File: config.mk
export PLATFORM = sky130hd
export DESIGN_NAME = icache_responder
export DESIGN_NICKNAME = d
export VERILOG_FILES = /design/src/rtl/icache_responder.sv
export SDC_FILE = /design/constraint.sdc
export NUM_CORES = 1
export LEC_CHECK = 0
export ABC_CLOCK_PERIOD_IN_PS = 9200
export CORE_ASPECT_RATIO = 0.5
export CORE_MARGIN = 3
export CORE_UTILIZATION = 35
export CTS_CLUSTER_DIAMETER = 60
export CTS_CLUSTER_SIZE = 24
export DETAILED_ROUTE_END_ITERATION = 6
export PLACE_DENSITY = 0.6
export SLEW_MARGIN = 20
export SYNTH_ARGS = -nofsm -noshare
export SYNTH_HDL_FRONTEND = slang
export SYNTH_SLANG_ARGS = --single-unit
File: constraint.sdc
create_clock -name CLK -period 9.2 [get_ports CLK]
set_input_delay 1.38 -clock CLK [delete_from_list [all_inputs] [get_ports CLK]]
set_output_delay 1.38 -clock CLK [all_outputs]
set_load 0.01 [all_outputs]
File: src/rtl/icache_responder.sv
// Direct-mapped, one-word-per-frame instruction cache between the datapath and the memory arbiter.
// Hits answer combinationally; misses fetch one word over the iREN/iwait handshake.
module icache_responder #(
    parameter int unsigned SETS   = 16,
    parameter int unsigned ADDR_W = 32
) (
    input  logic              CLK,
    input  logic              RST,
    input  logic              imemREN,
    input  logic [ADDR_W-1:0] imemaddr,
    output logic              ihit,
    output logic [ADDR_W-1:0] imemload,
    output logic              iREN,
    output logic [ADDR_W-1:0] iaddr,
    input  logic              iwait,
    input  logic [ADDR_W-1:0] iload,
    output logic [31:0]       hit_count,
    output logic [31:0]       miss_count
);

    localparam int unsigned IDX_W = $clog2(SETS);
    localparam int unsigned TAG_W = ADDR_W - IDX_W - 2;

    typedef enum logic [0:0] {StIdle, StFetch} state_t;

    state_t            r_state;
    state_t            w_state_d;
    logic [SETS-1:0]   r_valid;
    logic [TAG_W-1:0]  r_tag  [SETS];
    logic [ADDR_W-1:0] r_data [SETS];
    logic [ADDR_W-1:0] r_miss_addr;
    logic [31:0]       r_hit_count;
    logic [31:0]       r_miss_count;

    logic [IDX_W-1:0]  w_idx;
    logic [TAG_W-1:0]  w_tag;
    logic [IDX_W-1:0]  w_fill_idx;
    logic [TAG_W-1:0]  w_fill_tag;
    logic              w_lookup_hit;
    logic              w_miss;
    logic              w_fill;
    logic              w_unused;

    assign w_idx        = imemaddr[IDX_W+1:2];
    assign w_tag        = imemaddr[ADDR_W-1:IDX_W+2];
    assign w_fill_idx   = r_miss_addr[IDX_W+1:2];
    assign w_fill_tag   = r_miss_addr[ADDR_W-1:IDX_W+2];
    assign w_lookup_hit = imemREN & r_valid[w_idx] & (r_tag[w_idx] == w_tag);
    assign w_unused     = ^imemaddr[1:0];

    // Data is presented regardless of hit; consumers qualify it with ihit.
    assign imemload   = r_data[w_idx];
    assign hit_count  = r_hit_count;
    assign miss_count = r_miss_count;

    always_comb begin
        w_state_d = r_state;
        ihit      = 1'b0;
        iREN      = 1'b0;
        iaddr     = '0;
        w_miss    = 1'b0;
        w_fill    = 1'b0;
        unique case (r_state)
            StIdle: begin
                if (w_lookup_hit) begin
                    ihit = 1'b1;
                end else if (imemREN) begin
                    w_miss    = 1'b1;
                    w_state_d = StFetch;
                end
            end
            StFetch: begin
                iREN  = 1'b1;
                iaddr = r_miss_addr;
                if (!iwait) begin
                    w_fill    = 1'b1;
                    w_state_d = StIdle;
                end
            end
            default: w_state_d = StIdle;
        endcase
    end

    always_ff @(posedge CLK) begin
        if (RST) begin
            r_state      <= StIdle;
            r_valid      <= '0;
            r_miss_addr  <= '0;
            r_hit_count  <= '0;
            r_miss_count <= '0;
        end else begin
            r_state <= w_state_d;
            if (w_miss) begin
                r_miss_addr <= {imemaddr[ADDR_W-1:2], 2'b00};
                if (r_miss_count != 32'hFFFF_FFFF) begin
                    r_miss_count <= r_miss_count + 32'd1;
                end
            end
            if (ihit && (r_hit_count != 32'hFFFF_FFFF)) begin
                r_hit_count <= r_hit_count + 32'd1;
            end
            if (w_fill) begin
                r_valid[w_fill_idx] <= 1'b1;
            end
        end
    end

    // Tag/data arrays carry no reset; a reset during a fetch must not commit the fill.
    always_ff @(posedge CLK) begin
        if (w_fill && !RST) begin
            r_data[w_fill_idx] <= iload;
            r_tag[w_fill_idx]  <= w_fill_tag;
        end
    end

endmodule

==> key figures, run 1 <==
Run status
  – Status: finished, final reports clean

Worst setup path
  – Buffers & Inverters on Critical Path: 3
  – R2R depth: 9
  – Peak per-stage delay on the critical path: 0.64 ns
  – Worst r2r dst: hit_count[17]
  – Crit Path Class: primary input to output port
  – Critical path arrival: 5.56 ns
  – Crit path required time: 7.82 ns
  – Kind of end point of the critical path: output port
  – Setup crit end: ihit
  – CP Launch Point: imemaddr[4]
  – CP Max Fanout: 72
  – Flop2flop setup slack: 4.78 ns
  – Critical Path Stages: 12
  – Crit-path slowest cell: buf_6
  – CP delay by family, top: buffers and inverters
  – Critical path, cell by cell: buf_6 -> buf_12 -> mux4_2 -> a22oi_1 -> nand3_1 -> xor2_1 -> a2111o_1 -> or4_1 -> nor3_1 -> nand3_1 -> nor2_1 -> clkdlybuf4s50_1
  – Cell mode on critical path: nand3_1
  – Worst r2r src: r_tag[13][2]
  – Crit start category: primary input

Clock tree
  – H-tree depth: 2
  – Post-cts sizing count: 0
  – Worst-path clk slew: 0.09 ns
  – Number of buffers added for setup after CTS: 0
  – Cts hold-fix bufs: 0
  – Buffer depth of the longest clock path: 3
  – Cts bufs inserted: 54
  – CTS tree: built
  – Worst-skew pair later-pin latency: 0.67 ns
  – Root buffer cell: clkbuf_16
  – Sink Count: 1039

Power
  – Pleak: 14.3 nW
  – Int Pwr: 6.64 mW
  – Combinational Power Share: 5.8%
  – Switching Power: 1.85 mW
  – Sw frac: 21.8%
  – PD cells: 181 mW/mm^2
  – Sequential Power Share: 61.1%
  – Peak supply drop: 0.147 mV
  – Clock network power share: 33.2%

Layout
  – NumNets Final: 2450
  – Area growth syn-to-layout: 13.3%
  – Fin util: 40.4%
  – Layout cells sized above 1: 17.3%
  – Filler instances: 10400

Global routing
  – Vias in the first global route: 21400
  – GR Util met1: 22.7%
  – First-pass GRT wire length: 149 mm
  – Initial antenna violation count: 3
  – Largest net degree at the start of global routing: 96
  – Met3 Usage GRT: 2.14%
  – Met2 Use GR: 27.2%
  – Busiest layer in global routing: met2
  – GRT Util Overall: 16.2%
  – Global route overflow: 0

Drt
  – Initial DRC count: 2066
  – Via/cell ratio: 5.37
  – DRC: 0
  – Final wirelength: 101 mm
  – DRT Pass-1 Iters: 5
  – Antenna Violating Nets Remaining: 0
  – Via Count: 21400
  – Mean routed wirelength per cell: 25.4 um

STA
  – Setup ws final: 2.26 ns
  – Slew headroom: 26.2%
  – Fmax: 144 MHz
  – Max-slew violations: 0
  – RSZ-0062 raised after global routing: no
  – Final number of setup-violating endpoints: 0
  – Setup_tns: 0 ns
  – Part of the cycle the worst path needs: 75.4%
  – Clock skew: 0.0583 ns
  – Final Hold Fails: 0
  – Tmin final: 6.94 ns
  – Worst slew pin tran: 1.11 ns

Worst hold path
  – Hold_sp: r_valid[5]
  – Worst hold path type: register to register

Yosys
  – Post-synthesis area per instance: 18.6 um^2
  – Synth Cell Area: 0.0415 mm^2
  – Ys flop type: edfxtp_1
  – Synth unique cells: 65
  – Ys async rst share: 0%
  – Dominant cell type by area after synthesis: edfxtp_1
  – Main area contributors after synthesis: edfxtp_1, mux4_2, dfxtp_1
  – Seq cells post-synth: 1039
  – EDFF count, synth: 928
  – Sequential area share after synthesis: 72.5%
  – Synth Instances: 2227
  – Synthesis Warnings: 0
  – Top cell type's share of synthesized area: 67.1%

Placement
  – Dpl ws: 2.25 ns
  – Final GP Congestion: 0.782
  – HPWL Detailed: 54.4 mm
  – IO Port Bufs: 193

Floorplan
  – # IOs: 198
  – Die height: 250 um
  – DIE AREA: 0.123 mm^2
  – Die Width: 493 um
  – Starting Density: 35.6%
  – Core area: 0.116 mm^2
  – Row count: 88

Job
  – Max-cap viol count: 0
## how the worst min path moves through the flow
stage,endpoint,slack (ns),cells past startpoint
6_report,r_valid[5],0.47,2
3_3_place_gp,r_valid[10],0.46,2
3_5_place_dp,r_valid[5],0.46,2
5_1_grt,r_valid[14],0.50,2
2_1_floorplan,r_valid[1],0.45,2
4_1_cts,r_valid[5],0.47,2
## final cells by class
class / count / area (um^2) / area share, %
antenna: 3 / 7.51 / 0.0160
tap: 1575 / 1970 / 4.19
clock inverter: 16 / 339 / 0.721
timing repair buffer: 234 / 2300 / 4.89
sequential: 1039 / 30100 / 63.9
multi-input combinational: 1028 / 10800 / 23.0
inverter: 23 / 87.6 / 0.186
clock buffer: 73 / 1430 / 3.04
## Yosys cell counts (22+ instances only)
cell,n
edfxtp_1,928
mux4_2,227
dfxtp_1,111
nor2_1,88
mux2i_1,78
nand3_1,78
clkbuf_1,72
a21oi_1,54
nor2b_1,50
mux2_2,49
nand2_1,46
o21ai_0,40
and2_1,37
buf_1,27
xnor2_1,26
buf_2,23
inv_1,22
## worst reg2reg max path: stages (launching register included)
cell,delay [ns]
edfxtp_1,0.39
mux4_2,0.47
mux2i_1,0.33
mux2_2,0.38
nor4_1,0.28
nand4b_1,0.15
nor4_1,0.45
nand3_2,0.85
nor4_1,0.61
mux2_2,0.38
## logic make-up (layout without fill, tap and decap cells)
family,Yosys count,after routing,share of synthesized area [%]
adders and majority gates,2,2,0.0603
buffers and inverters,161,346,1.80
xor gates and xnor gates,42,42,0.886
muxes,368,368,16.4
AOI/OAI and AO/OA,183,183,2.80
DFF,1039,1039,72.5
and+or+nand+nor,431,431,5.58
other,1,5,0.00903
## through the flow
step	cell area [um^2]	total power, mW	hold slack [ns]	cells
finish	47100	8.50	0.475	3991
global route	47100	8.79	0.504	3988
CTS	47000	8.59	0.475	3986
detailed placement	45200	5.79	0.461	3897
global placement	45200	5.79	0.456	3897
floorplan	41500	5.58	0.447	2228
## power by group through the flow
stage                     sequential [mW]  combinational (mW)  clock, mW
after floorplan                      5.28               0.297          0
after global placement               5.30               0.491          0
after detailed placement             5.30               0.496          0
after CTS                            5.19               0.498       2.90
after global routing                 5.20               0.524       3.07
final                                5.19               0.489       2.82
## placed cells by master (no fill, tap or decap), drive strengths merged, types with 19 or more instances in the layout
cell type / synthesis / layout
nor2b: 50 / 50
nand2: 46 / 46
inv: 22 / 30
mux2i: 78 / 78
buf: 66 / 46
mux4: 241 / 241
clkdlybuf4s50: 0 / 188
o22ai: 20 / 20
dfxtp: 111 / 111
nand4: 21 / 21
a21oi: 54 / 54
xnor2: 26 / 26
and2: 37 / 37
mux2: 49 / 49
clkbuf: 72 / 73
edfxtp: 928 / 928
nor2: 88 / 88
o21ai: 40 / 40
nand3: 78 / 78
or4: 19 / 19
## layer usage
layer  part of all wire [%]  vias to the layer above
li1                       -                     9271
met2                     50                      609
met3                    5.4                       93
met5                      0                        -
met1                     44                    11500
met4                    1.3                        0
## sequential cells by signal, summed over array words and instances, names as in the netlist
name / count
miss_count: 32
r_valid: 16
r_tag: 416
r_miss_addr: 30
r_state: 1
r_data: 512
hit_count: 32
Note: power is estimated with default switching activity, not from simulation.
==> run 2, diff against run 1 <==
--- a/config.mk
+++ b/config.mk
@@ -5,7 +5,7 @@
 export SDC_FILE = /design/constraint.sdc
 export NUM_CORES = 1
 export LEC_CHECK = 0
-export ABC_CLOCK_PERIOD_IN_PS = 9200
+export ABC_CLOCK_PERIOD_IN_PS = 6950
 export CORE_ASPECT_RATIO = 0.5
 export CORE_MARGIN = 3
 export CORE_UTILIZATION = 35
==> constraint.sdc (replaced) <==
create_clock -name CLK -period 6.95 [get_ports CLK]
set_input_delay 1.0425 -clock CLK [delete_from_list [all_inputs] [get_ports CLK]]
set_output_delay 1.0425 -clock CLK [all_outputs]
set_load 0.01 [all_outputs]
==> run 2 against run 1 <==
  * Clock skew is 0.0084 ns lower
  * Clock-buffer cell count unchanged
  * Flip-flop and latch count unchanged
  * Critical path type unchanged
  * Critical endpoint unchanged
==> key figures, run 2 (synthesis results as in run 1) <==
Drt
  – Mean routed wirelength per cell: 25.3 um (-0.47%)
  – Initial DRC count: 2386 (+15%)
  – Wl on met1: 44.5 mm (+1.1%)
  – Final wirelength: 101 mm (about the same)
  – Antenna Violating Nets Remaining: 0 (unchanged)
  – Metal3 WL: 5.87 mm (+7.0%)
  – DRC: 0 (unchanged)
  – DRT Pass-1 Iters: 5 (unchanged)
  – Via Count: 21500 (+0.49%)
  – DR WL met2: 49.2 mm (-2.4%)
  – Via/cell ratio: 5.37 (about the same)
  – Max Used Layer: met5

Worst setup path
  – Crit path required time: 5.91 ns (-1.91 ns)
  – CP delay by family, top: buffers and inverters
  – Peak per-stage delay on the critical path: 0.67 ns (+0.03 ns)
  – Kind of end point of the critical path: output port
  – Cell mode on critical path: nand3_1
  – Critical path arrival: 5.02 ns (-0.54 ns)
  – Flop2flop setup slack: 2.96 ns (-1.82 ns)
  – CP Max Fanout: 65 (-9.7%)
  – Buffers & Inverters on Critical Path: 3 (unchanged)
  – Crit-path slowest cell: buf_4
  – Crit Path Class: primary input to output port
  – Critical path, cell by cell: buf_6 -> buf_4 -> mux2_2 -> o22ai_1 -> or3_1 -> nand3_1 -> a221oi_1 -> o21ai_0 -> nor3_1 -> nand3_1 -> nor2_1 -> clkdlybuf4s50_1
  – Crit start category: primary input

Layout
  – Largest regs: r_data (512), r_tag (416)
  – Max reg flops: 512 (unchanged)
  – Area growth syn-to-layout: 13.4% (about the same)
  – Most frequent cells in the layout: edfxtp_1, mux4_2, clkdlybuf4s50_1
  – Final Cell Area: 0.0471 mm^2 (about the same)
  – Layout cells sized above 1: 17.9% (+0.58 points)
  – Register area: 0.0301 mm^2 (unchanged)
  – Area of the multi-input gates: 0.0108 mm^2 (unchanged)
  – Filler instances: 10300 (-0.76%)
  – Commonest non-fill, non-tap cell in the layout: edfxtp_1
  – NumNets Final: 2466 (+0.65%)
  – Largest Register: r_data

Floorplan
  – Row count: 88 (unchanged)
  – Core area: 0.116 mm^2 (unchanged)
  – Starting Density: 35.6% (unchanged)
  – # IOs: 198 (unchanged)
  – Die Width: 493 um (unchanged)
  – DIE AREA: 0.123 mm^2 (unchanged)
  – Die height: 250 um (unchanged)

Global routing
  – First-pass GRT wire length: 148 mm (-0.84%)
  – GRT Util Overall: 16.0% (-0.12 points)
  – Global route overflow: 0 (unchanged)
  – Largest net degree at the start of global routing: 73 (-24%)
  – Vias in the first global route: 21200 (-0.71%)
  – Initial antenna violation count: 6 (+3)

STA
  – Max-slew violations: 0 (unchanged)
  – Setup_tns: 0 ns (unchanged)
  – Tmin final: 6.06 ns
  – Clock skew: 0.0498 ns (-0.00843 ns)
  – RSZ-0062 raised after global routing: no
  – Final number of setup-violating endpoints: 0 (unchanged)
  – Fmax: 165 MHz
  – Worst slew pin tran: 1.09 ns (-0.0134 ns)
  – Final Hold Fails: 0 (unchanged)
  – Part of the cycle the worst path needs: 87.2%
  – Slew headroom: 27.0% (+0.72 points)

Clock tree
  – Buffer depth of the longest clock path: 3 (unchanged)
  – Cts bufs inserted: 53 (-1.9%)
  – Post-cts sizing count: 0 (unchanged)
  – Number of buffers added for setup after CTS: 0 (unchanged)
  – Sink Count: 1039 (unchanged)
  – Worst-path clk slew: 0.09 ns (about the same)
  – Root buffer cell: clkbuf_16
  – H-tree depth: 2 (unchanged)
  – CTS tree: built
  – Worst-skew pair later-pin latency: 0.68 ns (about the same)
  – Cts hold-fix bufs: 0 (unchanged)

Worst hold path
  – Worst hold path type: register to register

Placement
  – Final GP Congestion: 0.796 (+1.8%)
  – DP Area: 0.0454 mm^2 (+0.48%)
  – IO Port Bufs: 193 (unchanged)
  – HPWL Detailed: 56.0 mm (+2.9%)

Power
  – Combinational Power Share: 5.9% (about the same)
  – Sw frac: 22.0% (+0.21 points)
  – PD cells: 235 mW/mm^2 (+30%)
  – Int Pwr: 8.63 mW (+30%)
  – Clock network power share: 32.0% (-1.2 points)
  – Pleak: 14.3 nW (+0.20%)
  – Switching Power: 2.44 mW (+31%)
  – Sequential Power Share: 62.0% (+0.9 points)
  – Peak supply drop: 0.164 mV (+11%)

Run status
  – Status: finished, final reports clean

Job
  – Max-cap viol count: 0 (unchanged)
[run 2: changes by cell type in the layout (fill, tap and decap cells not counted), sizes merged]
cell | before | now
clkinvlp | 0 | 2
clkinv | 4 | 6
bufinv | 5 | 1
buf | 46 | 63
[run 2: path summary, 6_finish.rpt]
check,from,endpoint,depth (start not counted)
setup / recovery,imemaddr[4],ihit,12
hold / removal,r_valid[6],r_valid[6],2
setup reg to reg,r_tag[3][3],r_miss_addr[31],10
hold reg to reg,r_valid[6],r_valid[6],2
[run 2: metrics by stage]
stage | hold slack, ns | power (mW) | setup slack (ns) | utilization (%) | cells
floorplan | 0.447 | 7.38 | 1.90 | - | 2228
global placement | 0.454 | 7.66 | 0.830 | 39.0 | 3916
detailed placement | 0.461 | 7.67 | 0.911 | 39.0 | 3916
CTS | 0.475 | 11.2 | 0.893 | 40.4 | 4005
global route | 0.496 | 11.5 | 0.675 | 40.4 | 4005
finish | 0.473 | 11.1 | 0.888 | 40.4 | 4008
[run 2: final cells by class]
type                            instances  area share (%)
Sequential cell                      1039            63.9
Timing Repair Buffer                  251            5.25
Clock inverter                         16           0.457
Antenna cell                            3          0.0159
Clock buffer                           73            3.02
Multi-Input combinational cell       1028            23.0
Tap cell                             1575            4.18
Inverter                               23           0.186
[run 2: worst register-to-register path: stages, from the launching register on]
cell and delay, ns:
edfxtp_1 0.38, mux4_1 0.52, mux2i_1 0.19, xor2_1 0.44, o32a_1 0.27, nand4b_1 0.11
nor4_1 0.47, and3_4 0.83, buf_4 0.36, o21ai_0 0.13, a21oi_1 0.19
[run 2: power groups by stage]
stage | Clock [mW] | Combinational, mW | Sequential [mW]
finish | 3.55 | 0.656 | 6.87
global route | 3.88 | 0.704 | 6.87
CTS | 3.65 | 0.668 | 6.86
detailed placement | 0 | 0.667 | 7.01
global placement | 0 | 0.661 | 7.00
floorplan | 0 | 0.394 | 6.99
[run 2: routing by layer]
metal	track usage, %	vias up
li1	-	9309
met1	22.8	11500
met2	26.5	637
met3	2.17	95
met4	3.12	4
met5	0	-
==> run 3, diff against run 2 <==
==> constraint.sdc (replaced) <==
create_clock -name CLK -period 6.95 [get_ports CLK]
set_input_delay 1.0425 -clock CLK [delete_from_list [all_inputs] [get_ports CLK]]
set_output_delay 1.0425 -clock CLK [all_outputs]
set_load 0.1 [all_outputs]
==> run 3 against run 2 <==
  * Die area stayed put
  * Critical endpoint unchanged
  * Clock power decreased by 4%
  * Highest routed layer unchanged
  * Worst setup slack gained 0.12 ns
  * First-iteration DRC count down 12%
  * Largest power group unchanged
  * Hold slack worse by 0.0025 ns
==> key figures, run 3 (synthesis results as in run 1) <==
Placement
  – Placed cells: 3915 (-0.026%)
  – HPWL Detailed: 56.1 mm (+0.24%)
  – Dpl ws: 0.981 ns (+0.0703 ns)
  – Final GP Congestion: 0.796 (unchanged)
  – IO Port Bufs: 193 (unchanged)

Worst hold path
  – Worst Hold Depth: 2 (unchanged)
  – Worst hold path type: register to register
  – Hold_sp: r_valid[4]
  – Worst min-delay path endpoint: r_valid[4]

Worst setup path
  – Flop2flop setup slack: 2.88 ns (-0.08 ns)
  – R2R depth: 10 (unchanged)
  – Worst r2r src: r_tag[13][2]
  – Crit start category: primary input
  – Crit Path Class: primary input to output port
  – CP Max Fanout: 84 (+29%)
  – Worst r2r dst: r_miss_addr[25]
  – Critical path, cell by cell: buf_6 -> buf_4 -> mux4_2 -> mux2i_1 -> mux2i_1 -> xnor2_1 -> nand2_1 -> or3_1 -> nor3_1 -> nand3_1 -> nor2_1 -> buf_12
  – Kind of end point of the critical path: output port
  – Crit path required time: 5.91 ns (about the same)
  – Crit-path slowest cell: buf_6
  – Critical path arrival: 4.90 ns (-0.12 ns)
  – Peak per-stage delay on the critical path: 0.72 ns (+0.05 ns)
  – Cell mode on critical path: mux2i_1

Floorplan
  – Die Width: 493 um (unchanged)
  – Row count: 88 (unchanged)
  – DIE AREA: 0.123 mm^2 (unchanged)
  – Core area: 0.116 mm^2 (unchanged)
  – # IOs: 198 (unchanged)
  – Die height: 250 um (unchanged)
  – Starting Density: 35.6% (unchanged)

Drt
  – Via/cell ratio: 5.38 (+0.18%)
  – Mean routed wirelength per cell: 25.3 um (+0.32%)
  – Final wirelength: 101 mm (about the same)
  – Antenna Violating Nets Remaining: 0 (unchanged)
  – DR WL met2: 49.7 mm (+1.1%)
  – Initial DRC count: 2091 (-12%)
  – DRC: 0 (unchanged)
  – DRT Pass-1 Iters: 5 (unchanged)
  – Max Used Layer: met5
  – Metal3 WL: 5.42 mm (-7.7%)
  – Wl on met1: 44.3 mm (-0.59%)
  – Via Count: 21500 (-0.14%)

Clock tree
  – Root buffer cell: clkbuf_16
  – Sink Count: 1039 (unchanged)
  – Buffer depth of the longest clock path: 3 (unchanged)
  – H-tree depth: 2 (unchanged)
  – Cts hold-fix bufs: 0 (unchanged)
  – Worst-path clk slew: 0.08 ns (about the same)
  – Number of buffers added for setup after CTS: 0 (unchanged)
  – Worst-skew pair later-pin latency: 0.66 ns (-0.02 ns)
  – CTS tree: built
  – Post-cts sizing count: 0 (unchanged)
  – Cts bufs inserted: 53 (unchanged)

Layout
  – NumNets Final: 2465 (-0.041%)
  – Fin cells: 3995 (-0.32%)
  – Most frequent cells in the layout: edfxtp_1, mux4_2, clkdlybuf4s50_1
  – Area growth syn-to-layout: 13.2%
  – Commonest non-fill, non-tap cell in the layout: edfxtp_1
  – Largest regs: r_data (512), r_tag (416)
  – Layout cells sized above 1: 17.8% (-0.069 points)
  – Fin util: 40.3% (-0.088 points)
  – Max reg flops: 512 (unchanged)
  – Largest Register: r_data

STA
  – Slew headroom: 23.3% (-3.6 points)
  – Setup_tns: 0 ns (unchanged)
  – Max-slew violations: 0 (unchanged)
  – Fmax: 168 MHz (+2.0%)
  – RSZ-0062 raised after global routing: no
  – Final number of setup-violating endpoints: 0 (unchanged)
  – Tmin final: 5.94 ns (-0.120 ns)
  – Worst hold slack: 0.471 ns (-0.00246 ns)
  – Part of the cycle the worst path needs: 85.5% (-1.7 points)
  – Worst slew pin tran: 1.15 ns (+0.0537 ns)
  – Final Hold Fails: 0 (unchanged)
  – Setup ws final: 1.01 ns (+0.120 ns)
  – Clock skew: 0.0375 ns (-0.0123 ns)

Global routing
  – Initial antenna violation count: 4 (-2)
  – Largest net degree at the start of global routing: 85 (+16%)
  – Global route overflow: 0 (unchanged)
  – First-pass GRT wire length: 149 mm (+0.59%)
  – Vias in the first global route: 21400 (+0.62%)
  – GRT Util Overall: 16.1% (+0.10 points)

Power
  – Peak supply drop: 0.234 mV (+43%)
  – PD cells: 237 mW/mm^2 (+0.67%)
  – Pleak: 14.3 nW (-0.29%)

Run status
  – Status: finished, final reports clean

Job
  – Max-cap viol count: 0 (unchanged)
run 3: power by group:
group | switching, mW | internal, mW | total (mW) | leakage [nW]
sequential | 0.0545 | 6.82 | 6.87 | 9.01
clock | 1.99 | 1.43 | 3.42 | 0.741
combinational | 0.535 | 0.291 | 0.826 | 4.51
run 3: layout make-up:
class                   instances  area (um^2)
fillers                     10500        69500
flip-flops and latches       1039        30100
diodes                          3         7.51
multi-input cells            1028        10800
well taps                    1575         1970
clock buffers                  62         1360
inverters                      23         87.6
clock inverters                15          178
repair buffers                250         2470
run 3: worst max path at each step:
stage | end | cells past startpoint | start
2_1_floorplan | ihit | 13 | imemaddr[4]
3_3_place_gp | ihit | 12 | imemaddr[4]
3_5_place_dp | r_miss_addr[30] | 12 | imemaddr[4]
4_1_cts | ihit | 12 | imemaddr[4]
5_1_grt | ihit | 12 | imemaddr[4]
6_report | ihit | 12 | imemaddr[4]
run 3: through the flow:
step,area [um^2],power [mW]
finish,47000,11.1
floorplan,41500,7.56
CTS,47000,11.2
global placement,45400,7.84
global route,47000,11.5
detailed placement,45400,7.85
run 3: worst max-delay path: cells and delay by family:
| kind | cells | cell delay [ns] |
|---|---|---|
| xor gates and xnor gates | 1 | 0.25 |
| and+or+nand+nor | 5 | 1.21 |
| muxes | 3 | 0.82 |
| buffers and inverters | 3 | 1.42 |
run 3: layer usage:
metal	track usage (%)	vias to the layer above
met3	2.18	106
met5	0	-
met1	22.8	11500
met2	26.7	585
met4	3.29	2
li1	-	9297
